<file path="src/rtl/fetch_unit.sv">
// Instruction prefetch stage: issues word fetches on a req/ack bus, buffers
// returned words with their PCs in a small FIFO, and flushes on redirect.
module fetch_unit #(
    parameter logic [31:0] RESET_PC = 32'h10000000,
    parameter int          DEPTH    = 4
) (
    input  logic        i_clk,
    input  logic        i_rst,
    output logic        o_bus_req,
    output logic [31:0] o_bus_addr,
    input  logic        i_bus_ack,
    input  logic [31:0] i_bus_rdata,
    output logic        o_instr_valid,
    output logic [31:0] o_instr,
    output logic [31:0] o_instr_pc,
    input  logic        i_instr_ready,
    input  logic        i_redirect,
    input  logic [31:0] i_redirect_pc
);
    localparam int AW = $clog2(DEPTH);
    localparam logic [AW:0] FULL = (AW + 1)'(DEPTH);

    typedef enum logic [1:0] {S_IDLE, S_WAIT, S_DRAIN} state_t;

    state_t        r_state, w_state_next;
    logic [31:0]   r_fetch_pc, w_fetch_pc_next;
    logic          r_bus_req, w_bus_req_next;
    logic [31:0]   r_bus_addr, w_bus_addr_next;
    logic [31:0]   r_mem_instr [DEPTH];
    logic [31:0]   r_mem_pc    [DEPTH];
    logic [AW-1:0] r_wr_ptr, r_rd_ptr;
    logic [AW:0]   r_count;
    logic [AW:0]   w_count_push;
    logic          w_push, w_pop;
    logic [31:0]   w_pc_plus4, w_redirect_pc;

    assign w_pc_plus4    = r_fetch_pc + 32'd4;
    assign w_redirect_pc = {i_redirect_pc[31:2], 2'b00};
    assign o_instr_valid = (r_count != '0);
    assign w_pop         = o_instr_valid & i_instr_ready & ~i_redirect;
    // Occupancy after an accepted fetch lands this edge; decides whether to refetch.
    assign w_count_push  = r_count + (AW + 1)'(1) - {{AW{1'b0}}, w_pop};

    assign o_bus_req  = r_bus_req;
    assign o_bus_addr = r_bus_addr;
    assign o_instr    = r_mem_instr[r_rd_ptr];
    assign o_instr_pc = r_mem_pc[r_rd_ptr];

    always_comb begin
        w_state_next    = r_state;
        w_fetch_pc_next = r_fetch_pc;
        w_bus_req_next  = r_bus_req;
        w_bus_addr_next = r_bus_addr;
        w_push          = 1'b0;
        if (i_redirect) begin
            w_fetch_pc_next = w_redirect_pc;
            // An outstanding fetch must still complete; its data is discarded.
            if (r_state != S_IDLE) begin
                if (i_bus_ack) begin
                    w_state_next   = S_IDLE;
                    w_bus_req_next = 1'b0;
                end else begin
                    w_state_next = S_DRAIN;
                end
            end
        end else begin
            case (r_state)
                S_IDLE: begin
                    if (r_count < FULL) begin
                        w_state_next    = S_WAIT;
                        w_bus_req_next  = 1'b1;
                        w_bus_addr_next = r_fetch_pc;
                    end
                end
                S_WAIT: begin
                    if (i_bus_ack) begin
                        w_push          = 1'b1;
                        w_fetch_pc_next = w_pc_plus4;
                        if (w_count_push < FULL) begin
                            w_bus_addr_next = w_pc_plus4;
                        end else begin
                            w_state_next   = S_IDLE;
                            w_bus_req_next = 1'b0;
                        end
                    end
                end
                S_DRAIN: begin
                    if (i_bus_ack) begin
                        w_state_next   = S_IDLE;
                        w_bus_req_next = 1'b0;
                    end
                end
                default: begin
                    w_state_next   = S_IDLE;
                    w_bus_req_next = 1'b0;
                end
            endcase
        end
    end

    always_ff @(posedge i_clk or posedge i_rst) begin
        if (i_rst) begin
            r_state    <= S_IDLE;
            r_fetch_pc <= RESET_PC;
            r_bus_req  <= 1'b0;
            r_bus_addr <= 32'h0;
        end else begin
            r_state    <= w_state_next;
            r_fetch_pc <= w_fetch_pc_next;
            r_bus_req  <= w_bus_req_next;
            r_bus_addr <= w_bus_addr_next;
        end
    end

    always_ff @(posedge i_clk or posedge i_rst) begin
        if (i_rst) begin
            r_wr_ptr <= '0;
            r_rd_ptr <= '0;
            r_count  <= '0;
        end else if (i_redirect) begin
            r_wr_ptr <= '0;
            r_rd_ptr <= '0;
            r_count  <= '0;
        end else begin
            if (w_push) r_wr_ptr <= r_wr_ptr + 1'b1;
            if (w_pop)  r_rd_ptr <= r_rd_ptr + 1'b1;
            r_count <= r_count + {{AW{1'b0}}, w_push} - {{AW{1'b0}}, w_pop};
        end
    end

    generate
        for (genvar gi = 0; gi < DEPTH; gi++) begin : g_entry
            always_ff @(posedge i_clk or posedge i_rst) begin
                if (i_rst) begin
                    r_mem_instr[gi] <= 32'h0;
                    r_mem_pc[gi]    <= 32'h0;
                end else if (w_push && (r_wr_ptr == AW'(gi))) begin
                    r_mem_instr[gi] <= i_bus_rdata;
                    r_mem_pc[gi]    <= r_bus_addr;
                end
            end
        end
    endgenerate
endmodule

</file>
<file path="config.mk">
export PLATFORM = sky130hd
export DESIGN_NAME = fetch_unit
export DESIGN_NICKNAME = d
export VERILOG_FILES = /design/src/rtl/fetch_unit.sv
export SDC_FILE = /design/constraint.sdc
export NUM_CORES = 1
export LEC_CHECK = 0
export CELL_PAD_IN_SITES_DETAIL_PLACEMENT = 1
export CELL_PAD_IN_SITES_GLOBAL_PLACEMENT = 1
export CORE_ASPECT_RATIO = 2
export CORE_MARGIN = 3
export CORE_UTILIZATION = 40
export DETAILED_ROUTE_END_ITERATION = 16
export PLACE_DENSITY = 0.7
export SLEW_MARGIN = 0
export SYNTH_ARGS = -nofsm -noshare
export SYNTH_HDL_FRONTEND = slang
export SYNTH_SLANG_ARGS = --single-unit
</file>
<file path="constraint.sdc">
create_clock -name i_clk -period 14.9 [get_ports i_clk]
set_clock_uncertainty 0.2 [all_clocks]
set_input_delay 2.98 -clock i_clk [delete_from_list [all_inputs] [get_ports i_clk]]
set_output_delay 2.98 -clock i_clk [all_outputs]
set_load 0.1 [all_outputs]
</file>
## After elaboration in Yosys (flattened, before gate mapping)

Index checks and enable logic that the tools add are counted.

- Register bits after elaboration: 330
- Bits of input ports: 69
- Output and inout port bits: 98

- $add $sub $neg: 7
- Magnitude comparators: 3
- Eq/ne operators: 13
- Multiplexer cells: 36
- Bitwise gates (word level): 4
- Reduce and logical (&&, ||, !) cells: 17

Operator list:

| cell | count |
|---|---|
| 2-to-1 mux 32 bit | 10 |
| binary-select mux 32 bit (select 2 bit) | 2 |
| case mux 32 bit (2 select lines) | 1 |
| adder 32 x 3 -> 32 bit, second input constant | 1 |
| 2-to-1 mux 2 bit | 11 |
| inequality test 3 bit, second input constant | 4 |
| nonzero test 2 bit | 6 |
| AND reduction 5 bit | 2 |
| 2-to-1 mux 1 bit | 9 |
| == test 2 bit, second input constant | 3 |
| less-than comparator 3 bit, second input constant | 2 |
| inequality test 2 bit, second input constant | 3 |
| case mux 2 bit (3 select lines) | 1 |
| subtractor 3 x 1 -> 3 bit | 2 |
| adder 2 x 1 -> 2 bit, second input constant | 2 |
| == test 2 x 1 -> 1 bit, second input constant | 2 |
| logical AND 1 bit | 4 |
| zero test 2 bit | 2 |
| AND reduction 4 bit | 1 |
| adder 3 x 1 -> 3 bit | 1 |
| adder 3 x 1 -> 3 bit, second input constant | 1 |
| greater-or-equal comparator 3 bit, second input constant | 1 |
| 2-to-1 mux 3 bit | 1 |
| NOT 2 -> 3 bit | 1 |
| 6 further kinds | 7 |

## Depth between registers and ports, before layout

Gate-level depths: netlist of run 1.

- Depth after elaboration: 9
- Gate-level depth with buffers: 11

## Worst setup path after synthesis of run 1

No wires, ideal clock.

- Path type: register to output
- From: register r_rd_ptr[0]
- To: output o_instr_pc[23]
- Data arrival time: 2.015 ns
- Setup slack: 9.705 ns
- Cell stages (with the launch flop): 4
- Buffers on the path: 2
- Cell sequence: dfrtp_1 -> clkbuf_1 -> buf_1 -> mux4_2

- Cells in the longest elaborated chain, start to end: 4

RTL lines:

| item | line | text |
|---|---|---|
| from (decl) | 31 | `logic [AW-1:0] r_wr_ptr, r_rd_ptr;` |
| from (signal assigned) | 126 | `if (w_pop) r_rd_ptr <= r_rd_ptr + 1'b1;` |
| NOT 2 -> 3 bit (not written as such) | 47 | `assign o_instr_pc = r_mem_pc[r_rd_ptr];` |
| binary-select mux 32 bit (select 2 bit) | 47 |  |
| 2-to-1 mux 32 bit (not written as such) (2 in a row) | 47 |  |
| to (decl) | 15 | `output logic [31:0] o_instr_pc,` |

Every way passes these cells. The select of a mux whose other input is x is not followed.

## Worst setup path after layout of run 1

- From: register r_rd_ptr[0]
- To: output o_instr_pc[13]

Same word-level chain as after synthesis.

==> out/results.txt, run 1 <==
Outcome -> complete, no violations
CTS Buf Count -> 30
Fill count -> 3642
All-Layer GR Usage -> 0.190
Synth Area in Adders -> 0.00735
Tightest Pin Transition -> 1.10 ns
Critical path capture point type -> output port
Clk sinks -> 318
Most frequent cells in the layout -> dfrtp_1 (315), mux2_2 (249), clkdlybuf4s50_1 (159)
Gp weighted congestion -> 0.832
DR vias -> 9093
CTS tree -> yes
Max Buffers Root-to-Sink -> 3
Diode count -> 0
Die area -> 39100 um2
Mux cell area share after synthesis -> 0.288
Die Height -> 277 um
EDFF count, synth -> 0
Compound-cell area share of the yosys netlist -> 0.0366
DPL Wire Length -> 23.5 mm
First-pass DRT Iterations -> 4
Syn-to-layout area delta -> 19.9%
Final core utilization -> 0.489
Share of layout cells above drive strength 1 -> 0.323
Remaining DRCs -> 0
Maxcap violations -> 0
Worst Path Arrival -> 3.80 ns
Fin cells -> 1655
RSZ-0062 raised after global routing -> no
Worst Setup Start Kind -> flip-flop
Cells after synthesis -> 1054
Root Buffer -> clkbuf_16
Die W -> 141 um
Cells after DPL -> 1601
Req. time, crit path -> 11.72 ns
Most common cell after layout, fill and taps aside -> dfrtp_1
Maximum clock frequency -> 143 MHz
Total negative slack -> 0 ns
Final min period -> 6.98 ns
Worst-Skew Late Latency -> 0.55 ns
Drt wl/cell -> 22.1 um
Crit-path max FO -> 46
Slowest CP cell -> clkdlybuf4s50_1
Vias in the first global route -> 10300
Top Family by Delay on Critical Path -> buffers and inverters
Sequential share of the synthesized area -> 0.543
Setup bufs post-CTS -> 0
Starting density of the core -> 0.408
NumNets Final -> 1260
CP Launch Point -> r_rd_ptr[0]
Most used DFF post-synth -> dfrtp_1
Synth Area in XOR/XNOR -> 0.0287
Simple-gate share of the synthesized area -> 0.0659
# setup viols final -> 0
Fin. max-slew vios -> 0
Synth async-reset ratio -> 1.00
# IOs -> 167
Post-Syn Area -> 14600 um2
Period utilization -> 0.468
# hold bufs at CTS -> 0
Final hold violations -> 0
Largest net degree at the start of global routing -> 91
Iter 0 DRT Violations -> 291
Max_slew headroom -> 0.264
Yosys Warn Count -> 0
Via density -> 5.49
Post-route ant nets -> 0
Avg Inst Size Synth -> 13.9 um2
Antenna violations before repair -> 0
Hold Crit Class -> flip-flop to flip-flop
Setup CP Type -> flip-flop to output port
Hold path start -> r_mem_instr[42]
Cts repair resizes -> 0
Final wirelength -> 36.6 mm
Floorplan row count -> 98
Port bufs -> 160
R2r startpoint -> r_fetch_pc[7]
FF+latch count, synth -> 318
First-pass GRT wire length -> 59.2 mm
CORE AREA -> 35900 um2
CTS H-tree depth -> 1
Total gr overflow -> 0
WP buf/inv -> 2
Worst path cell trace -> buf_4, mux4_2, clkdlybuf4s50_1
Clock-pin slew on the worst setup and hold paths -> 0.06 ns
Slowest cell delay on critical path -> 0.99 ns
Largest family of logic cells by synthesized area -> multiplexers
Synth cell types -> 60
## Yosys cell counts, types with 6 or more instances
| library cell | count | share of area |
|---|---|---|
| inv_1 | 11 | 0.0028 |
| nor3_1 | 11 | 0.0038 |
| buf_4 | 6 | 0.0031 |
| o311ai_0 | 9 | 0.0054 |
| xnor2_1 | 30 | 0.018 |
| nand3_1 | 16 | 0.0055 |
| clkbuf_1 | 32 | 0.0082 |
| ha_1 | 7 | 0.0060 |
| o211ai_1 | 6 | 0.0031 |
| dfrtp_1 | 317 | 0.54 |
| nand2_1 | 54 | 0.014 |
| o21ai_0 | 20 | 0.0068 |
| buf_2 | 23 | 0.0079 |
| nor4_1 | 10 | 0.0043 |
| mux4_2 | 62 | 0.095 |
| mux2_2 | 249 | 0.19 |
| xor2_1 | 18 | 0.011 |
| nor2_1 | 51 | 0.013 |
| nand4_1 | 15 | 0.0064 |
| a21oi_1 | 31 | 0.011 |
## state kept, by name (all words and copies together) (netlist names)
| signal | flops |
|---|---|
| r_mem_instr | 128 |
| o_bus_req | 1 |
| r_wr_ptr | 2 |
| r_count | 3 |
| o_bus_addr | 30 |
| r_fetch_pc | 30 |
| r_rd_ptr | 2 |
| r_mem_pc | 120 |
| r_state | 2 |
## metal layers
layer  up-vias  GRT usage  wire length (um)
met4         0     0.0500               818
met5         -          0                 0
met1      4795      0.222             14100
met2       156      0.362             20500
li1       4096          -                 -
met3        46     0.0200              1130
## area by class of cell
cell class / instances / area [um2] / share of cell area
flip-flops and latches: 318 / 7970 / 0.454
multi-input cells: 652 / 6300 / 0.359
repair buffers: 168 / 1660 / 0.0944
clock buffers: 43 / 881 / 0.0502
well taps: 450 / 563 / 0.0321
clock inverters: 11 / 136 / 0.00777
inverters: 13 / 56.3 / 0.00321
## stage by stage
step                hold WS [ns]  setup WS (ns)  instance area (um2)
global route               0.309           7.68                17600
finish                     0.300           7.92                17600
global placement           0.281           8.38                16500
floorplan                  0.274           2.92                14700
detailed placement         0.288           8.39                16500
CTS                        0.303           7.78                17600
## logic make-up (layout without fill, tap and decap cells)
family	Yosys count	after routing
flip-flops	318	318
other	1	4
XOR/XNOR	48	48
multiplexers	313	313
AND/OR/NAND/NOR	193	193
adder cells (fa/ha/maj)	8	8
AO/OA/AOI/OAI	86	86
buffers and inverters	87	235
## path summary, 6_finish.rpt
| kind | endpoint | slack, ns | cells past startpoint |
|---|---|---|---|
| worst max register to register | r_fetch_pc[21] | 11.90 | 5 |
| worst max-delay path | o_instr_pc[13] | 7.92 | 3 |
| worst min register to register | r_mem_instr[42] | 0.30 | 1 |
| worst min-delay path | r_mem_instr[42] | 0.30 | 1 |
| min in group asynchronous | r_mem_instr[120] | 2.72 | 2 |
| max in group asynchronous | r_mem_pc[14] | 9.38 | 4 |
Power of run 1 is left out: the tool's default activity adds up to more than one toggle a clock period on the data nets, which glitch-free logic cannot reach.
==> inputs of run 2 (changes only) <==
- clock period: 14.9 -> 7.15 ns (I/O delays scaled with it)
==> out/results.txt, run 2 (synthesis results as in run 1) <==
Outcome -> complete, no violations (unchanged)
Maxcap violations -> 0 (unchanged)
Top flop regs -> r_mem_instr: 128 flops, r_mem_pc: 120 flops (unchanged)
Diode count -> 0 (unchanged)
Port bufs -> 160 (unchanged)
RSZ-0062 raised after global routing -> no (unchanged)
Iter 0 DRT Violations -> 258 (was 291)
Most common cell after layout, fill and taps aside -> dfrtp_1 (unchanged)
Req. time, crit path -> 5.52 ns (was 11.72 ns)
Via density -> 5.53 (was 5.49)
Worst Path Arrival -> 3.52 ns (was 3.80 ns)
Slowest CP cell -> clkdlybuf4s50_1 (unchanged)
Post-route ant nets -> 0 (unchanged)
Area after DPL -> 16600 um2 (was 16500 um2)
All-Layer GR Usage -> 0.188 (was 0.190)
Cts repair resizes -> 0 (unchanged)
Clock-pin slew on the worst setup and hold paths -> 0.07 ns (was 0.06 ns)
Share of layout cells above drive strength 1 -> 0.326 (was 0.323)
Reg-to-reg setup timing slack -> 4.14 ns (was 11.90 ns)
Setup CP Type -> flip-flop to output port (unchanged)
Fill count -> 3607 (was 3642)
First-pass DRT Iterations -> 4 (unchanged)
Maximum clock frequency -> 194 MHz
Clk sinks -> 318 (unchanged)
Setup ws final -> 2.00 ns (was 7.92 ns)
Starting density of the core -> 0.408 (unchanged)
Final hold violations -> 0 (unchanged)
Reg2Reg Depth -> 5 (unchanged)
Total negative slack -> 0 ns (unchanged)
CTS Buf Count -> 30 (unchanged)
CORE AREA -> 35900 um2 (unchanged)
Max Buffers Root-to-Sink -> 3 (unchanged)
Reg area -> 7970 um2 (unchanged)
Multi-input logic area -> 6300 um2 (unchanged)
Setup bufs post-CTS -> 0 (unchanged)
Hold Crit Endpoint -> r_mem_pc[55] (was r_mem_instr[42])
Hold Crit Class -> flip-flop to flip-flop (unchanged)
Die W -> 141 um (unchanged)
Final wirelength -> 36.7 mm (was 36.6 mm)
Tightest Pin Transition -> 1.11 ns (was 1.10 ns)
Antenna violations before repair -> 0 (unchanged)
Root Buffer -> clkbuf_16 (unchanged)
Worst Setup Start Kind -> flip-flop (unchanged)
Fin. max-slew vios -> 0 (unchanged)
Finished Cell Area -> 17600 um2 (about the same)
CTS tree -> yes (unchanged)
Max_slew headroom -> 0.263 (was 0.264)
FF-to-FF End -> r_fetch_pc[21] (unchanged)
Max reg flops -> 128 (unchanged)
Die Height -> 277 um (unchanged)
Crit-path max FO -> 27 (was 46)
Largest reg by FF count -> r_mem_instr (unchanged)
Most frequent cells in the layout -> dfrtp_1 (315), mux2_2 (249), clkdlybuf4s50_1 (159) (unchanged)
NumNets Final -> 1261 (was 1260)
First-pass GRT wire length -> 58.5 mm (was 59.2 mm)
CTS H-tree depth -> 1 (unchanged)
R2r startpoint -> r_fetch_pc[7] (unchanged)
Pre-CTS worst setup slack -> 2.48 ns (was 8.39 ns)
Drt wl/cell -> 22.2 um (was 22.1 um)
Worst path cell trace -> buf_4, mux4_2, clkdlybuf4s50_1 (unchanged)
Critical path capture point type -> output port (unchanged)
Hold path depth -> 1 (unchanged)
Largest net degree at the start of global routing -> 158 (was 91)
Floorplan row count -> 98 (unchanged)
Slowest cell delay on critical path -> 0.99 ns (about the same)
DPL Wire Length -> 23.7 mm (was 23.5 mm)
DR vias -> 9169 (was 9093)
Die area -> 39100 um2 (unchanged)
Vias in the first global route -> 10100 (was 10300)
# setup viols final -> 0 (unchanged)
Syn-to-layout area delta -> 20.1% (was 19.9%)
Final min period -> 5.15 ns
Gp weighted congestion -> 0.848 (was 0.832)
Remaining DRCs -> 0 (unchanged)
Worst-Skew Late Latency -> 0.57 ns (was 0.55 ns)
Period utilization -> 0.721
# hold bufs at CTS -> 0 (unchanged)
Total gr overflow -> 0 (unchanged)
# IOs -> 167 (unchanged)
Hold path start -> r_mem_pc[55] (was r_mem_instr[42])
run 2: changes by cell type in the layout (fill, tap and decap cells not counted):
cell,delta
clkinvlp_4,+2
clkbuf_8,+4
inv_8,-2
bufinv_16,-1
clkinv_2,+1
clkbuf_1,-3
buf_12,+1
run 2: per-stage QoR:
step / utilization / instances / hold WS, ns
floorplan: - / 1057 / 0.274
CTS: 0.490 / 1657 / 0.305
detailed placement: 0.461 / 1602 / 0.290
global placement: 0.461 / 1602 / 0.282
global route: 0.490 / 1657 / 0.311
finish: 0.490 / 1657 / 0.299
run 2: final cells by class:
| type | instances | share of cell area |
|---|---|---|
| Clock inverter | 11 | 0.00612 |
| Multi-Input combinational cell | 652 | 0.358 |
| Timing Repair Buffer | 169 | 0.0953 |
| Clock buffer | 44 | 0.0526 |
| Inverter | 13 | 0.00299 |
| Sequential cell | 318 | 0.453 |
| Tap cell | 450 | 0.0320 |
run 2: worst max-delay path by stage:
stage / depth (start not counted) / slack (ns) / start / end
final: 3 / 2.00 / r_rd_ptr[0] / o_instr[4]
after global routing: 3 / 1.80 / r_rd_ptr[0] / o_instr[5]
after CTS: 3 / 1.86 / r_rd_ptr[0] / o_instr_pc[11]
after detailed placement: 3 / 2.48 / r_rd_ptr[0] / o_instr_pc[11]
after global placement: 3 / 2.49 / r_rd_ptr[0] / o_instr_pc[11]
after floorplan: 1 / 1.28 / i_rst / o_bus_addr[10]
run 2: per-layer routing:
layer,vias to the layer above,global-route usage,part of all wire
met2,156,0.354,0.56
met5,-,0,0
met1,4869,0.221,0.39
li1,4097,-,-
met4,0,0.0574,0.025
met3,47,0.0200,0.033
run 2: worst max-delay path: cells and delay by family (launching register included):
kind,cells,cell delay (ns)
flip-flops,1,0.84
buffers and inverters,2,1.50
multiplexers,1,0.59
Power of run 2 is left out for the same reason.
